### src/rtl/mux10_rr_arbiter_if.sv
// Channel bundle between the ten lane sources, the round-robin arbiter and
// the single downstream consumer. The arbiter drives the master side; lane
// sources and the consumer sit on the slave side.
interface mux10_rr_arbiter_if #(
    parameter int N    = 10,
    parameter int W    = 8,
    parameter int SELW = 4
);
    logic [N-1:0]    req;
    logic [N*W-1:0]  in_data;
    logic [N-1:0]    ack;
    logic [N-1:0]    gnt;
    logic [SELW-1:0] sel;
    logic            out_valid;
    logic [W-1:0]    out_data;
    logic            out_ready;

    modport master (
        input  req,
        input  in_data,
        input  out_ready,
        output ack,
        output gnt,
        output sel,
        output out_valid,
        output out_data
    );

    modport slave (
        output req,
        output in_data,
        output out_ready,
        input  ack,
        input  gnt,
        input  sel,
        input  out_valid,
        input  out_data
    );
endinterface

### src/rtl/mux10_rr_arbiter.sv
// Round-robin, burst-limited arbiter owning the select of a 10:1 x 8-bit mux.
// A single registered grant drives sel; the selected lane is presented on a
// valid/ready port and the owning lane is popped through a one-hot ack.
// When a grant ends, the search restarts just after the previous owner, so
// the owner only wins again when it is the sole requester.
module mux10_rr_arbiter #(
    parameter int N         = 10,
    parameter int W         = 8,
    parameter int SELW      = 4,
    parameter int MAX_BURST = 4
) (
    input  logic             clk,
    input  logic             rst_n,
    mux10_rr_arbiter_if.master bus
);

    localparam int CNTW = $clog2(MAX_BURST + 1);

    typedef enum logic [0:0] {
        ST_IDLE  = 1'b0,
        ST_GRANT = 1'b1
    } state_t;

    state_t          state_r;
    state_t          state_s;
    logic [SELW-1:0] sel_r;
    logic [SELW-1:0] sel_s;
    logic [N-1:0]    gnt_r;
    logic [N-1:0]    gnt_s;
    logic            out_valid_r;
    logic            out_valid_s;
    logic [CNTW-1:0] burst_cnt_r;
    logic [CNTW-1:0] burst_cnt_s;
    logic [SELW-1:0] ptr_r;
    logic [SELW-1:0] ptr_s;

    logic [SELW:0]   idle_pick_s;
    logic [SELW:0]   rot_pick_s;
    logic [SELW-1:0] rot_ptr_s;
    logic            xfer_s;
    logic            last_beat_s;
    logic            owner_req_s;
    logic [W-1:0]    out_data_s;
    logic [N-1:0]    ack_s;

    // Lane index following idx, wrapping 9 -> 0.
    function automatic logic [SELW-1:0] next_lane(input logic [SELW-1:0] idx);
        logic [SELW-1:0] nxt;
        if (idx >= SELW'(N - 1)) begin
            nxt = {SELW{1'b0}};
        end else begin
            nxt = idx + SELW'(1);
        end
        return nxt;
    endfunction

    // One-hot lane vector for lane idx.
    function automatic logic [N-1:0] onehot(input logic [SELW-1:0] idx);
        logic [N-1:0] one;
        one = {{(N-1){1'b0}}, 1'b1};
        return one << idx;
    endfunction

    // First requester found walking start, start+1, ... modulo N.
    // Result is {found, lane}. Walking the order backwards lets the
    // highest-priority hit be the last one written.
    function automatic logic [SELW:0] rr_pick(input logic [N-1:0]    r,
                                              input logic [SELW-1:0] start);
        logic            found;
        logic [SELW-1:0] pick;
        logic [SELW-1:0] idx;
        found = 1'b0;
        pick  = {SELW{1'b0}};
        for (int i = N - 1; i >= 0; i--) begin
            if (int'(start) + i >= N) begin
                idx = SELW'(int'(start) + i - N);
            end else begin
                idx = SELW'(int'(start) + i);
            end
            if (r[idx]) begin
                found = 1'b1;
                pick  = idx;
            end else begin
                found = found;
            end
        end
        return {found, pick};
    endfunction

    assign idle_pick_s = rr_pick(bus.req, ptr_r);
    assign rot_ptr_s   = next_lane(sel_r);
    assign rot_pick_s  = rr_pick(bus.req, rot_ptr_s);
    assign xfer_s      = out_valid_r & bus.out_ready;
    assign last_beat_s = (burst_cnt_r == CNTW'(MAX_BURST - 1));
    assign owner_req_s = bus.req[sel_r];

    // Next-state and next-grant decision for the arbitration FSM.
    always_comb begin
        state_s     = state_r;
        sel_s       = sel_r;
        gnt_s       = gnt_r;
        out_valid_s = out_valid_r;
        burst_cnt_s = burst_cnt_r;
        ptr_s       = ptr_r;
        case (state_r)
            ST_IDLE: begin
                if (idle_pick_s[SELW]) begin
                    state_s     = ST_GRANT;
                    sel_s       = idle_pick_s[SELW-1:0];
                    gnt_s       = onehot(idle_pick_s[SELW-1:0]);
                    out_valid_s = 1'b1;
                    burst_cnt_s = {CNTW{1'b0}};
                end else begin
                    state_s     = ST_IDLE;
                    gnt_s       = {N{1'b0}};
                    out_valid_s = 1'b0;
                end
            end
            ST_GRANT: begin
                if (xfer_s && owner_req_s && !last_beat_s) begin
                    // Burst continues with the same owner.
                    burst_cnt_s = burst_cnt_r + CNTW'(1);
                end else if (xfer_s || !owner_req_s) begin
                    // Burst finished, owner ran dry, or owner withdrew:
                    // rotate and hand over in the same edge.
                    ptr_s = rot_ptr_s;
                    if (rot_pick_s[SELW]) begin
                        state_s     = ST_GRANT;
                        sel_s       = rot_pick_s[SELW-1:0];
                        gnt_s       = onehot(rot_pick_s[SELW-1:0]);
                        out_valid_s = 1'b1;
                        burst_cnt_s = {CNTW{1'b0}};
                    end else begin
                        state_s     = ST_IDLE;
                        gnt_s       = {N{1'b0}};
                        out_valid_s = 1'b0;
                        burst_cnt_s = {CNTW{1'b0}};
                    end
                end else begin
                    // Consumer stalled: hold everything, no timeout.
                    state_s = ST_GRANT;
                end
            end
            default: begin
                state_s     = ST_IDLE;
                gnt_s       = {N{1'b0}};
                out_valid_s = 1'b0;
                burst_cnt_s = {CNTW{1'b0}};
            end
        endcase
    end

    // Arbitration state, grant and select registers.
    always_ff @(posedge clk or negedge rst_n) begin
        if (!rst_n) begin
            state_r     <= ST_IDLE;
            sel_r       <= {SELW{1'b0}};
            gnt_r       <= {N{1'b0}};
            out_valid_r <= 1'b0;
            burst_cnt_r <= {CNTW{1'b0}};
            ptr_r       <= {SELW{1'b0}};
        end else begin
            state_r     <= state_s;
            sel_r       <= sel_s;
            gnt_r       <= gnt_s;
            out_valid_r <= out_valid_s;
            burst_cnt_r <= burst_cnt_s;
            ptr_r       <= ptr_s;
        end
    end

    // The 10:1 data mux steered by the registered select; codes 10..15 never occur.
    always_comb begin
        out_data_s = {W{1'b0}};
        case (sel_r)
            4'd0:    out_data_s = bus.in_data[0*W +: W];
            4'd1:    out_data_s = bus.in_data[1*W +: W];
            4'd2:    out_data_s = bus.in_data[2*W +: W];
            4'd3:    out_data_s = bus.in_data[3*W +: W];
            4'd4:    out_data_s = bus.in_data[4*W +: W];
            4'd5:    out_data_s = bus.in_data[5*W +: W];
            4'd6:    out_data_s = bus.in_data[6*W +: W];
            4'd7:    out_data_s = bus.in_data[7*W +: W];
            4'd8:    out_data_s = bus.in_data[8*W +: W];
            4'd9:    out_data_s = bus.in_data[9*W +: W];
            default: out_data_s = {W{1'b0}};
        endcase
    end

    assign ack_s         = gnt_r & {N{xfer_s}};
    assign bus.ack       = ack_s;
    assign bus.gnt       = gnt_r;
    assign bus.sel       = sel_r;
    assign bus.out_valid = out_valid_r;
    assign bus.out_data  = out_data_s;

endmodule

### src/flat_wrapper.sv
// flat-port wrapper written by rule: the top's interface ports become plain ports
module mux10_rr_arbiter_flat 
#(
    parameter int N         = 10,
    parameter int W         = 8,
    parameter int SELW      = 4,
    parameter int MAX_BURST = 4
)
  (clk, rst_n, bus_req, bus_in_data, bus_out_ready, bus_ack, bus_gnt, bus_sel, bus_out_valid, bus_out_data);
  mux10_rr_arbiter_if #(.N(N), .W(W), .SELW(SELW)) bus_i ();
  input  logic clk;
  input  logic rst_n;
  input wire logic [$bits(bus_i.req)-1:0] bus_req;
  input wire logic [$bits(bus_i.in_data)-1:0] bus_in_data;
  input wire logic [$bits(bus_i.out_ready)-1:0] bus_out_ready;
  output wire logic [$bits(bus_i.ack)-1:0] bus_ack;
  output wire logic [$bits(bus_i.gnt)-1:0] bus_gnt;
  output wire logic [$bits(bus_i.sel)-1:0] bus_sel;
  output wire logic [$bits(bus_i.out_valid)-1:0] bus_out_valid;
  output wire logic [$bits(bus_i.out_data)-1:0] bus_out_data;
  assign bus_i.req = bus_req;
  assign bus_i.in_data = bus_in_data;
  assign bus_i.out_ready = bus_out_ready;
  assign bus_ack = bus_i.ack;
  assign bus_gnt = bus_i.gnt;
  assign bus_sel = bus_i.sel;
  assign bus_out_valid = bus_i.out_valid;
  assign bus_out_data = bus_i.out_data;
  mux10_rr_arbiter #(.N(N), .W(W), .SELW(SELW), .MAX_BURST(MAX_BURST)) u_core (.clk(clk), .rst_n(rst_n), .bus(bus_i));
endmodule
### config.mk
export PLATFORM = sky130hd
export DESIGN_NAME = mux10_rr_arbiter_flat
export DESIGN_NICKNAME = d
export VERILOG_FILES = /design/src/rtl/mux10_rr_arbiter_if.sv /design/src/rtl/mux10_rr_arbiter.sv /design/src/flat_wrapper.sv
export SDC_FILE = /design/constraint.sdc
export NUM_CORES = 1
export LEC_CHECK = 0
export CAP_MARGIN = 20
export CORE_UTILIZATION = 25
export DETAILED_ROUTE_END_ITERATION = 10
export HOLD_SLACK_MARGIN = 0.12
export MAX_ROUTING_LAYER = met4
export SLEW_MARGIN = 20
export SYNTH_ARGS = -nofsm -noshare
export SYNTH_HDL_FRONTEND = slang
export SYNTH_SLANG_ARGS = --single-unit
### constraint.sdc
create_clock -name clk -period 7.5 [get_ports clk]
set_input_delay 1.5 -clock clk [delete_from_list [all_inputs] [get_ports clk]]
set_output_delay 1.5 -clock clk [all_outputs]
set_load 0.03 [all_outputs]
==> results of run 1 <==
worst min-delay path: stages, from the launching register on:
cell and delay [ns]:
dfrtp_1 0.34, nand2_1 0.04, o21ai_0 0.06
layer usage:
metal | vias to the layer above | GRT usage [%]
li1 | 4346 | -
met1 | 4468 | 25.8
met2 | 422 | 32.2
met3 | 74 | 1.50
met4 | 0 | 4.90
met5 | - | -
logic make-up (layout without fill, tap and decap cells):
family	count (synthesis)	after routing	synth area share [%]
buffers and inverters	113	190	6.09
multiplexers	75	75	12.4
AO/OA/AOI/OAI	380	380	34.5
AND/OR/NAND/NOR	403	403	28.5
adder cells (fa/ha/maj)	49	49	7.94
XOR/XNOR	28	28	3.29
flip-flops	23	23	7.27
layout make-up:
type | instances | share of cell area, %
Sequential cell | 23 | 6.04
Tap cell | 396 | 5.19
Multi-Input combinational cell | 935 | 71.8
Inverter | 46 | 1.81
Timing Repair Buffer | 140 | 14.3
Clock inverter | 1 | 0.0524
Clock buffer | 3 | 0.786
placed cells by master (no fill, tap or decap), drive strengths merged, types with 12 or more instances in the layout:
master / netlist / routed
xnor2: 23 / 23
nand2b: 24 / 24
nor2b: 19 / 19
or3: 12 / 12
ha: 47 / 47
o21ai: 61 / 61
inv: 43 / 43
mux4: 17 / 17
nor2: 56 / 56
o211ai: 20 / 20
and3: 26 / 26
buf: 25 / 15
a211oi: 25 / 25
a21o: 16 / 16
nor3: 38 / 38
and2: 16 / 16
dfrtp: 23 / 23
mux2i: 41 / 41
clkdlybuf4s50: 0 / 125
a21oi: 76 / 76
mux2: 17 / 17
a31oi: 14 / 14
nand2: 96 / 96
nand3: 37 / 37
a22oi: 23 / 23
sequential cells by signal, summed over array words and instances (netlist names):
register / flops
u_core.burst_cnt_r: 3
u_core.bus.gnt: 10
u_core.bus.out_valid: 1
u_core.bus.sel: 4
u_core.ptr_r: 4
u_core.state_r: 1
through the flow:
| stage | cells | area [um2] | setup WS, ns | utilization, % |
|---|---|---|---|---|
| 6_report | 1544 | 9550 | 0.774 | 31.0 |
| 5_1_grt | 1544 | 9550 | 0.280 | 31.0 |
| 4_1_cts | 1544 | 9550 | 0.902 | 31.0 |
| 3_5_place_dp | 1540 | 9470 | 0.953 | 30.7 |
| 3_3_place_gp | 1540 | 9470 | 0.937 | 30.7 |
| 2_1_floorplan | 1071 | 7910 | 1.61 | - |
worst max path at each step:
stage	startpoint	end	slack, ns
CTS	u_core.bus.sel[0]	u_core.bus.gnt[5]	0.90
finish	u_core.bus.sel[0]	u_core.bus.gnt[5]	0.77
global route	u_core.bus.sel[0]	u_core.bus.gnt[5]	0.28
global placement	u_core.bus.sel[0]	u_core.bus.gnt[5]	0.94
detailed placement	u_core.bus.sel[0]	u_core.bus.gnt[5]	0.95
floorplan	u_core.bus.sel[0]	u_core.bus.gnt[6]	1.61
==> summary by stage, run 1 <==
Clocking
The maximum level of the CTS H-tree is 1. The root buffer selected by CTS is clkbuf_16. At the later pin of the worst-skew pair, clock insertion delay measures roughly 0.26 ns.

The clock passes through at most 2 buffers. TritonCTS built the clock tree. The total clock buffers created by CTS is 3. The hold buffer count at cts is 0. The post-cts gate resize count is 0.

Clock tree synthesis found a total of 23 sinks. The post-CTS setup repair buffer count is 0. The clock slew at the register clock pins of the worst setup and hold paths is 0.07 ns.

Cells and area
The count of inserted antenna diode cells is 0. The sequential cell area is 577 um2. The area used by multi-input combinational logic is between 6000 and 7000 um2. The count of nets after finishing is 1,291. The share of final-layout standard cells stronger than drive strength 1 is 8.28%. The area added between synthesis and finish is 20.6%. The number of fill cells in the layout is 3,239.

Hold path
The beginning of the worst hold path is u_core.burst_cnt_r[2]. For hold timing, the worst endpoint is u_core.burst_cnt_r[2]. The worst hold path was traced through 2 stages. The worst hold path belongs to the class flip-flop to flip-flop.

Setup path
Of all nets on the critical path, the largest fanout is 26. The library cell appearing most often on the critical path is a211oi_1. The worst setup path is of the flip-flop to flip-flop kind.

STA puts the critical path data required time at 7.65 ns. The arrival time of data at the critical path endpoint is 6.87 ns. In this run the number of cells on the critical path is 17. The cell family contributing the most delay on the critical path is simple AND/OR/NAND/NOR gates. The sum of buffers and inverters on the critical path is 2. The signal on the critical path passes through buf_4 > ha_1 > nand4bb_1 > o21a_1 > inv_1 > ha_1 > nor3b_1 > a211oi_1 > a211oi_1 > nor3_1 > nor4_1 > nor3_2 > nand3_1 > a211oi_1 > a2bb2oi_1 > nor2_1 > a221o_1.

In this run the critical register-to-register path is launched from u_core.bus.sel[0]. The worst setup path is captured at a flip-flop. The cell with the biggest individual delay on the critical path is ha_1. For this run, the slowest stage of the critical path takes 0.84 ns. The worst register-to-register path has a depth of 17. The reg2reg setup slack is 0.77 ns. In this run the critical register-to-register path is captured at u_core.bus.gnt[5].

STA classifies the critical path startpoint as a flip-flop.

Synth
The most instantiated library cell after synthesis is nand2_1. For this run, the number of Yosys warnings is 0. A synthesized cell averages between 7 and 8 um2. In the synthesized netlist the async set-or-reset flop fraction comes to 100%. Synthesis handed over a netlist of ~1,100 instances.

Counting distinct cell types in the post-synthesis netlist gives 101. Synthesis produced a netlist with a net count of roughly 1,200. The number of flip-flops and latches in the synthesized netlist is 23. The dominant synthesized flop cell is dfrtp_1. The count of flip-flops with a built-in enable after synthesis is 0. By count the netlist is led by nand2_1, a21oi_1, o21ai_0, nor2_1, ha_1.

The top cell type's share of synthesized area is under 10%. Summing the sequential cell areas from Yosys gives 7.27% of the chip area. The mapped netlist covers roughly 7900 um2.

Sorting the synthesized cells by area gives the leading types as ha_1, dfrtp_1, mux2i_1. The cell type with the largest total area after synthesis is ha_1.

Detailed routing
The pre-antenna-repair detailed-routing pass consisted of 5 iterations. For this block, wires on met1 add up to 14,100 um. The total length of routed met2 wires is 14,900 um. The routed design uses 2070 um of met3 wire. After detailed routing, the number of remaining DRC violations is 0. The starting DRC count in detailed routing is 976. The detailed-route via count is slightly above 9,000. The number of nets still failing antenna checks after routing is 0. The number of vias per cell is 6.03. The highest routed metal layer is met4.

The total detailed-routing wirelength is roughly 32,000 um. In the final routed layout, each cell accounts on average for 20.7 um.

Timing
The final max-slew violation count is 0. Setup violations remaining at the end of the flow were counted as 0. The part of the cycle the worst path needs is between 80% and 90%. The worst slack on hold paths is about 0.48 ns. The slew at the pin with the worst max-slew slack is 0.992 ns. After routing, the total negative slack on setup checks comes to 0 ns. The minimum clock period is 6.73 ns. The headroom to the max-slew limit is 33.7%. The worst clock skew is approximately 0.0042 ns.

The number of hold violations in the final report came to 0. Derived from the worst setup path, the maximum achievable clock frequency is 0.149 GHz. Setup repair after global routing left no endpoint under its margin.

Place
The HPWL after detailed placement is 24,600 um. The number of buffers added on ports is 125. Routability-driven placement finished with a final weighted congestion of 0.995.

Floorplanning
The starting utilization of the core area is 25.7%. The number of primary I/O pins is 126. The die height is ~180 um. The area of the placeable core is 30,800 um2.

The width of the chip is 180 um. The die covers 32,400 um2. After floorplanning, the core was divided into 64 placement rows.

Run status
The flow ran to the end, and the final reports show no timing, DRC or antenna violations.

Global routing
The number of global-route vias before repair is between 8,000 and 9,000. The wire length of the first global-routing pass is 50,300 um. The initial antenna violation count is 0. Entering global routing, the biggest net connects 34 pins. The overall routing resource usage is around a fifth.

The total overflow left after global routing is 0.

Run
The tool flagged a number of max-cap violations equal to 0.
Power of run 1 is not shown: default switching activity piles up to over one toggle a cycle in this logic, so the estimate is an artifact.
==> inputs of run 2 (changes only) <==
--- a/config.mk
+++ b/config.mk
@@ -10,7 +10,7 @@
 export DETAILED_ROUTE_END_ITERATION = 10
 export HOLD_SLACK_MARGIN = 0.12
 export MAX_ROUTING_LAYER = met4
-export SLEW_MARGIN = 20
+export SLEW_MARGIN = 10
 export SYNTH_ARGS = -nofsm -noshare
 export SYNTH_HDL_FRONTEND = slang
 export SYNTH_SLANG_ARGS = --single-unit
==> constraint.sdc (replaced) <==
create_clock -name clk -period 5.9 [get_ports clk]
set_input_delay 1.18 -clock clk [delete_from_list [all_inputs] [get_ports clk]]
set_output_delay 1.18 -clock clk [all_outputs]
set_load 0.03 [all_outputs]
==> run 2 against run 1 <==
Fmax is 21% higher. Via count increased by 1.4%. Count of clock-buffer cells in the layout unchanged. Worst hold slack is essentially flat. First-iteration DRC count decreased by 10%. Clock skew hardly changed.
==> summary by stage, run 2 (synthesized netlist as in run 1, its figures left out) <==
Clocking
The total clock buffers created by CTS is 3 (unchanged). The root buffer selected by CTS is clkbuf_16. TritonCTS built the clock tree. The post-CTS setup repair buffer count is 0 (unchanged). The maximum level of the CTS H-tree was 1 (unchanged). The number of clock sinks seen by CTS is 23 (unchanged).

The clock slew at the register clock pins of the worst setup and hold paths is 0.07 ns (about the same). The post-cts gate resize count came to 0 (unchanged). The hold buffer count at cts was 0 (unchanged).

The clock latency on the worst-skew pair is 0.26 ns (about the same). The deepest clock path buffer count was 2 (unchanged).

Detailed routing
The detailed-route via count is 9,444 (+1.4%). The number of nets still failing antenna checks after routing was 0 (unchanged). The count of TritonRoute iterations in the first routing pass is 5 (unchanged). The total detailed-routing wirelength came to 32,400 um (+1.4%).

The remaining design rule violation count was 0 (unchanged). The starting DRC count in detailed routing is 877 (-10%). The routed length per instance is 20.6 um (-0.63%). The number of vias per cell is 6.00 (-0.56%).

Cells and area
The commonest non-fill, non-tap cell in the layout is clkdlybuf4s50_1. The share of final-layout standard cells stronger than drive strength 1 came to 10.9% (+2.6 points). The area added between synthesis and finish is 23.5%. The count of inserted antenna diode cells is 0 (unchanged). The library cells used most frequently in the layout, excluding fill and tap cells, are clkdlybuf4s50_1, nand2_1, a21oi_1, o21ai_0, nor2_1.

The post-route standard cell area excluding fillers came to 9780 um2 (+2.4%). The count of nets after finishing is 1,322 (+2.4%). The flip-flop count of the largest register, all copies and words added is 10 (unchanged). The number of fill cells in the layout is 3,236 (-0.093%). The count of placed standard cells in the final layout, fillers left out is 1,575 (+2.0%). The post-layout utilization of the core came to 31.7% (+0.75 points).

Setup path
The worst setup path is launched from a flip-flop. The sum of buffers and inverters on the critical path is 2 (unchanged). The cell with the biggest individual delay on the critical path is or3b_2. STA classifies the critical path endpoint as a flip-flop.

The arrival time of data at the critical path endpoint is 5.74 ns (-1.13 ns). The cell family contributing the most delay on the critical path is simple AND/OR/NAND/NOR gates. The worst setup path is of the flip-flop to flip-flop kind. The largest fanout of any net on the critical path is 8 (-69%). The worst path required time is 6.10 ns (-1.55 ns). The critical path goes through inv_1 > ha_1 > and4bb_1 > nor2_2 > ha_2 > or3b_2 > o311ai_0 > or2_2 > inv_1 > ha_1 > or3_1 > o32ai_1 > xnor2_1 > xnor2_1 > a2111o_1 > and2_1 > a311oi_1 > nor4_1 > or3_1 > nor3_2 > a221o_1. The peak per-stage delay on the critical path was 0.45 ns (-0.39 ns).

Floorplanning
The number of primary I/O pins was 126 (unchanged). The width of the chip is 180 um (unchanged). The die height is 180 um (unchanged). The overall die area is 32,400 um2 (unchanged). The number of placement rows is 64 (unchanged). The area of the placeable core is 30,800 um2 (unchanged). The starting utilization of the core area is 25.7% (unchanged).

Timing
The headroom to the max-slew limit is 36.4% (+2.7 points). The worst clock skew came to 0.00402 ns (-0.000140 ns). The number of hold violations in the final report is 0 (unchanged). The part of the cycle the worst path needs was 94.0% (+4.3 points). Setup repair after global routing could not meet its margin everywhere. The worst slack on hold paths came to 0.478 ns (-0.000317 ns). The maximum achievable frequency is 0.180 GHz (+21%). The setup violation total in the final timing report is 0 (unchanged). The final max-slew violation count is 0 (unchanged). The slew at the pin with the worst max-slew slack came to 0.941 ns (-0.0511 ns). The minimum clock period was 5.55 ns (-1.18 ns).

Place
The half-perimeter wire length of the detailed placement result is 25,500 um (+3.8%). The number of buffers added on ports is 125 (unchanged). The placer's final routability congestion estimate is 1.04 (+4.7%).

The placement-stage cell area is 9700 um2 (+2.5%). The instance count after placement with tap cells included is 1,571 (+2.0%).

Global routing
The overall routing resource usage is 20.1% (+0.49 points). The final global-route overflow total is 0 (unchanged). The number of global-route vias before repair is 9,170 (+3.8%). The maximum number of pins on one net before global-route repair is 41 (+21%).

The wire length of the first global-routing pass is 51,300 um (+1.9%). The initial antenna violation count is 0 (unchanged).

Hold path
In this run the worst hold path is classified as flip-flop to flip-flop.

Run
The max-cap check violation count is 0 (unchanged).

Run status
The run finished with clean final reports.
==> run 2: area by class of cell <==
| type | count | area, um2 | share of cell area (%) |
|---|---|---|---|
| Multi-Input combinational cell | 935 | 6860 | 70.2 |
| Timing Repair Buffer | 171 | 1590 | 16.3 |
| Sequential cell | 23 | 577 | 5.90 |
| Tap cell | 396 | 495 | 5.07 |
| Inverter | 46 | 173 | 1.77 |
| Clock buffer | 3 | 75.1 | 0.768 |
| Clock inverter | 1 | 5.00 | 0.0512 |
==> run 2: metal layers <==
layer | track usage [%] | vias up | routed length, um
li1 | - | 4399 | -
met1 | 25.4 | 4487 | 13800
met2 | 32.1 | 466 | 14900
met3 | 2.74 | 92 | 2440
met4 | 7.90 | 0 | 1240
met5 | - | - | 0
==> run 2: worst paths after layout <==
kind / from / to / slack [ns] / cells past startpoint
worst max-delay path: u_core.bus.sel[0] / u_core.bus.gnt[6] / 0.35 / 21
worst min-delay path: u_core.burst_cnt_r[2] / u_core.burst_cnt_r[2] / 0.48 / 2
worst max register to register: u_core.bus.sel[0] / u_core.bus.gnt[6] / 0.35 / 21
worst min register to register: u_core.burst_cnt_r[2] / u_core.burst_cnt_r[2] / 0.48 / 2
max in group asynchronous: rst_n / u_core.ptr_r[0] / 4.61 / 1
min in group asynchronous: rst_n / u_core.bus.gnt[1] / 0.90 / 1
==> run 2: stage by stage <==
step           TNS, ns  setup WS (ns)
2_1_floorplan        0         0.0114
3_3_place_gp         0          0.559
3_5_place_dp         0          0.389
4_1_cts              0          0.347
5_1_grt        -0.0231        -0.0133
6_report             0          0.354
==> run 2: worst reg2reg max path, stage by stage, from the launching register on <==
cell and delay, ns:
dfrtp_1 0.42, inv_1 0.18, ha_1 0.28, and4bb_1 0.24, nor2_2 0.19, ha_2 0.28, or3b_2 0.45, o311ai_0 0.14
or2_2 0.20, inv_1 0.04, ha_1 0.18, or3_1 0.31, o32ai_1 0.31, xnor2_1 0.23, xnor2_1 0.15, a2111o_1 0.38
and2_1 0.20, a311oi_1 0.25, nor4_1 0.10, or3_1 0.42, nor3_2 0.32, a221o_1 0.20
Power of run 2 is left out for the same reason.
==> inputs of run 3 (changes only) <==
--- a/config.mk
+++ b/config.mk
@@ -5,11 +5,13 @@
 export SDC_FILE = /design/constraint.sdc
 export NUM_CORES = 1
 export LEC_CHECK = 0
-export CAP_MARGIN = 20
+export CAP_MARGIN = 25
 export CORE_UTILIZATION = 25
+export CTS_BUF_LIST = sky130_fd_sc_hd__clkbuf_4
 export DETAILED_ROUTE_END_ITERATION = 10
 export HOLD_SLACK_MARGIN = 0.12
 export MAX_ROUTING_LAYER = met4
+export REMOVE_ABC_BUFFERS = 1
 export SLEW_MARGIN = 10
 export SYNTH_ARGS = -nofsm -noshare
 export SYNTH_HDL_FRONTEND = slang
==> run 3 against run 2 <==
Worst hold slack improved by 0.025 ns. Cell count is 0.51% lower. Critical endpoint is now u_core.bus.gnt[3]. Highest routed layer unchanged. Non-clock buffer count down 9. Sequential share of layout area rose by 0.066 points.
==> summary by stage, run 3 (synthesized netlist as in run 1, its figures left out) <==
Timing
The minimum clock period was 5.60 ns (+0.0574 ns). The worst clock skew was 0.0137 ns (+0.00972 ns). The final-layout setup total negative slack is 0 ns (unchanged).

The part of the cycle the worst path needs was 95.0% (+0.97 points). The slack of the critical path is 0.297 ns (-0.0574 ns). The maximum achievable frequency is 0.178 GHz (-1.0%). The headroom to the max-slew limit is 32.5% (-3.9 points). The slew at the pin with the worst max-slew slack is 1.01 ns (+0.0684 ns). The final max-slew violation count is 0 (unchanged). The setup violation total in the final timing report is 0 (unchanged). Setup repair after global routing left no endpoint under its margin. The number of hold violations in the final report is 0 (unchanged).

Detailed routing
The total detailed-routing wirelength is 31,300 um (-3.3%). The remaining design rule violation count was 0 (unchanged). The detailed-route via count is 9,453 (+0.095%).

The routed length per instance came to 20.0 um (-2.8%). The number of nets still failing antenna checks after routing is 0 (unchanged). The count of TritonRoute iterations in the first routing pass is 6 (+1). The starting DRC count in detailed routing is 919 (+4.8%). The number of vias per cell is 6.03 (+0.61%).

Clocking
The deepest clock path buffer count is 2 (unchanged). The clock slew at the register clock pins of the worst setup and hold paths is 0.15 ns (+0.08 ns). The TritonCTS clock tree is yes. The clock latency on the worst-skew pair is 0.33 ns (+0.07 ns). The total clock buffers created by CTS is 3 (unchanged). The root buffer selected by CTS is clkbuf_4.

The number of clock sinks seen by CTS is 23 (unchanged). The maximum level of the CTS H-tree is 1 (unchanged).

Run status
The run finished with clean final reports.

Global routing
The wire length of the first global-routing pass is 50,000 um (-2.4%). The initial antenna violation count came to 1 (+1). The number of global-route vias before repair is 8,951 (-2.4%). The final global-route overflow total is 0 (unchanged). The maximum number of pins on one net before global-route repair is 40 (-2.4%). The overall routing resource usage is 19.3% (-0.73 points).

Cells and area
The count of placed standard cells in the final layout, fillers left out is 1,567 (-0.51%). The top cell types in the final layout, fill and taps aside, are clkdlybuf4s50_1, nand2_1, a21oi_1, o21ai_0, nor2_1. The share of final-layout standard cells stronger than drive strength 1 is 10.4% (-0.43 points).

The area growth from synthesis to layout is 22.4%. The count of nets after finishing is 1,313 (-0.68%). The number of fill cells in the layout was 3,255 (+0.59%). Leaving out fill and tap cells, the most frequent cell in the layout is clkdlybuf4s50_1. The flip-flop count of the largest register, all copies and words added is 10 (unchanged).

Setup path
The arrival time of data at the critical path endpoint is 5.83 ns (+0.09 ns). STA classifies the critical path endpoint as a flip-flop. The path type of the worst setup path is flip-flop to flip-flop. The largest fanout of any net on the critical path was 25 (+17).

The worst path required time is 6.12 ns (+0.02 ns). The worst setup path is launched from a flip-flop.

Place
The instance count after placement with tap cells included was 1,562 (-0.57%). The placer's final routability congestion estimate is 0.967 (-7.2%). The number of buffers added on ports came to 125 (unchanged).

The half-perimeter wire length of the detailed placement result was 24,500 um (-4.2%). The post-placement worst setup slack is 0.319 ns (-0.0696 ns).

Floorplanning
The overall die area is 32,400 um2 (unchanged). The area of the placeable core is 30,800 um2 (unchanged). The starting utilization of the core area is 25.7% (unchanged).

The number of placement rows is 64 (unchanged). The width of the chip is 180 um (unchanged). The die height is 180 um (unchanged). The number of primary I/O pins is 126 (unchanged).

Hold path
The min-delay analysis places its worst path in the category flip-flop to flip-flop.

Run
The max-cap check violation count came to 0 (unchanged).
[run 3: path summary, 6_finish.rpt]
path                                        from                     to  slack, ns  depth (start not counted)
hold reg to reg            u_core.burst_cnt_r[2]  u_core.burst_cnt_r[2]       0.50                          2
max in group asynchronous                  rst_n        u_core.ptr_r[0]       4.22                          2
setup / recovery               u_core.bus.sel[0]      u_core.bus.gnt[3]       0.30                         16
setup reg to reg               u_core.bus.sel[0]      u_core.bus.gnt[3]       0.30                         16
hold / removal             u_core.burst_cnt_r[2]  u_core.burst_cnt_r[2]       0.50                          2
min in group asynchronous                  rst_n      u_core.bus.gnt[2]       1.19                          1
[run 3: stage by stage]
stage / instance area, um2 / hold WS [ns] / util (%)
floorplan: 7600 / 0.450 / -
global placement: 9620 / 0.465 / 31.2
detailed placement: 9640 / 0.480 / 31.3
CTS: 9670 / 0.511 / 31.4
global route: 9690 / 0.551 / 31.4
finish: 9690 / 0.503 / 31.4
[run 3: area by class of cell]
type                            instances  area (um2)  share of cell area, %
Sequential cell                        23         578                   5.97
Clock inverter                          1        5.00                 0.0517
Tap cell                              396         495                   5.11
Antenna cell                            1        2.50                 0.0258
Timing Repair Buffer                  162        1540                   15.9
Multi-Input combinational cell        935        6880                   71.0
Clock buffer                            3        22.5                  0.232
Inverter                               46         173                   1.78
[run 3: metal layers]
metal,vias up,GRT usage (%),wire length [um]
li1,4373,-,-
met1,4563,26.3,14000
met2,485,31.6,14600
met3,32,1.64,2470
met4,0,2.83,293
met5,-,-,0
[run 3: timing repair]
item                       CTS  global route
buffers inserted             0             0
resized for setup            0             4
setup endpoints to repair    0            10
hold buffers                 0             0
[run 3: worst max-delay path, stage by stage, from the launching register on]
cell	delay, ns
dfrtp_1	0.42
buf_4	0.35
ha_1	0.52
nand4bb_1	0.30
o21a_1	0.20
inv_1	0.07
ha_1	0.37
nor3b_1	0.50
a211o_1	0.35
nor3_1	0.11
o31ai_1	0.47
o211ai_1	0.25
or3_1	0.45
o41ai_2	0.44
or3_1	0.24
nor3b_2	0.09
a221o_1	0.35
Power of run 3 is left out for the same reason.
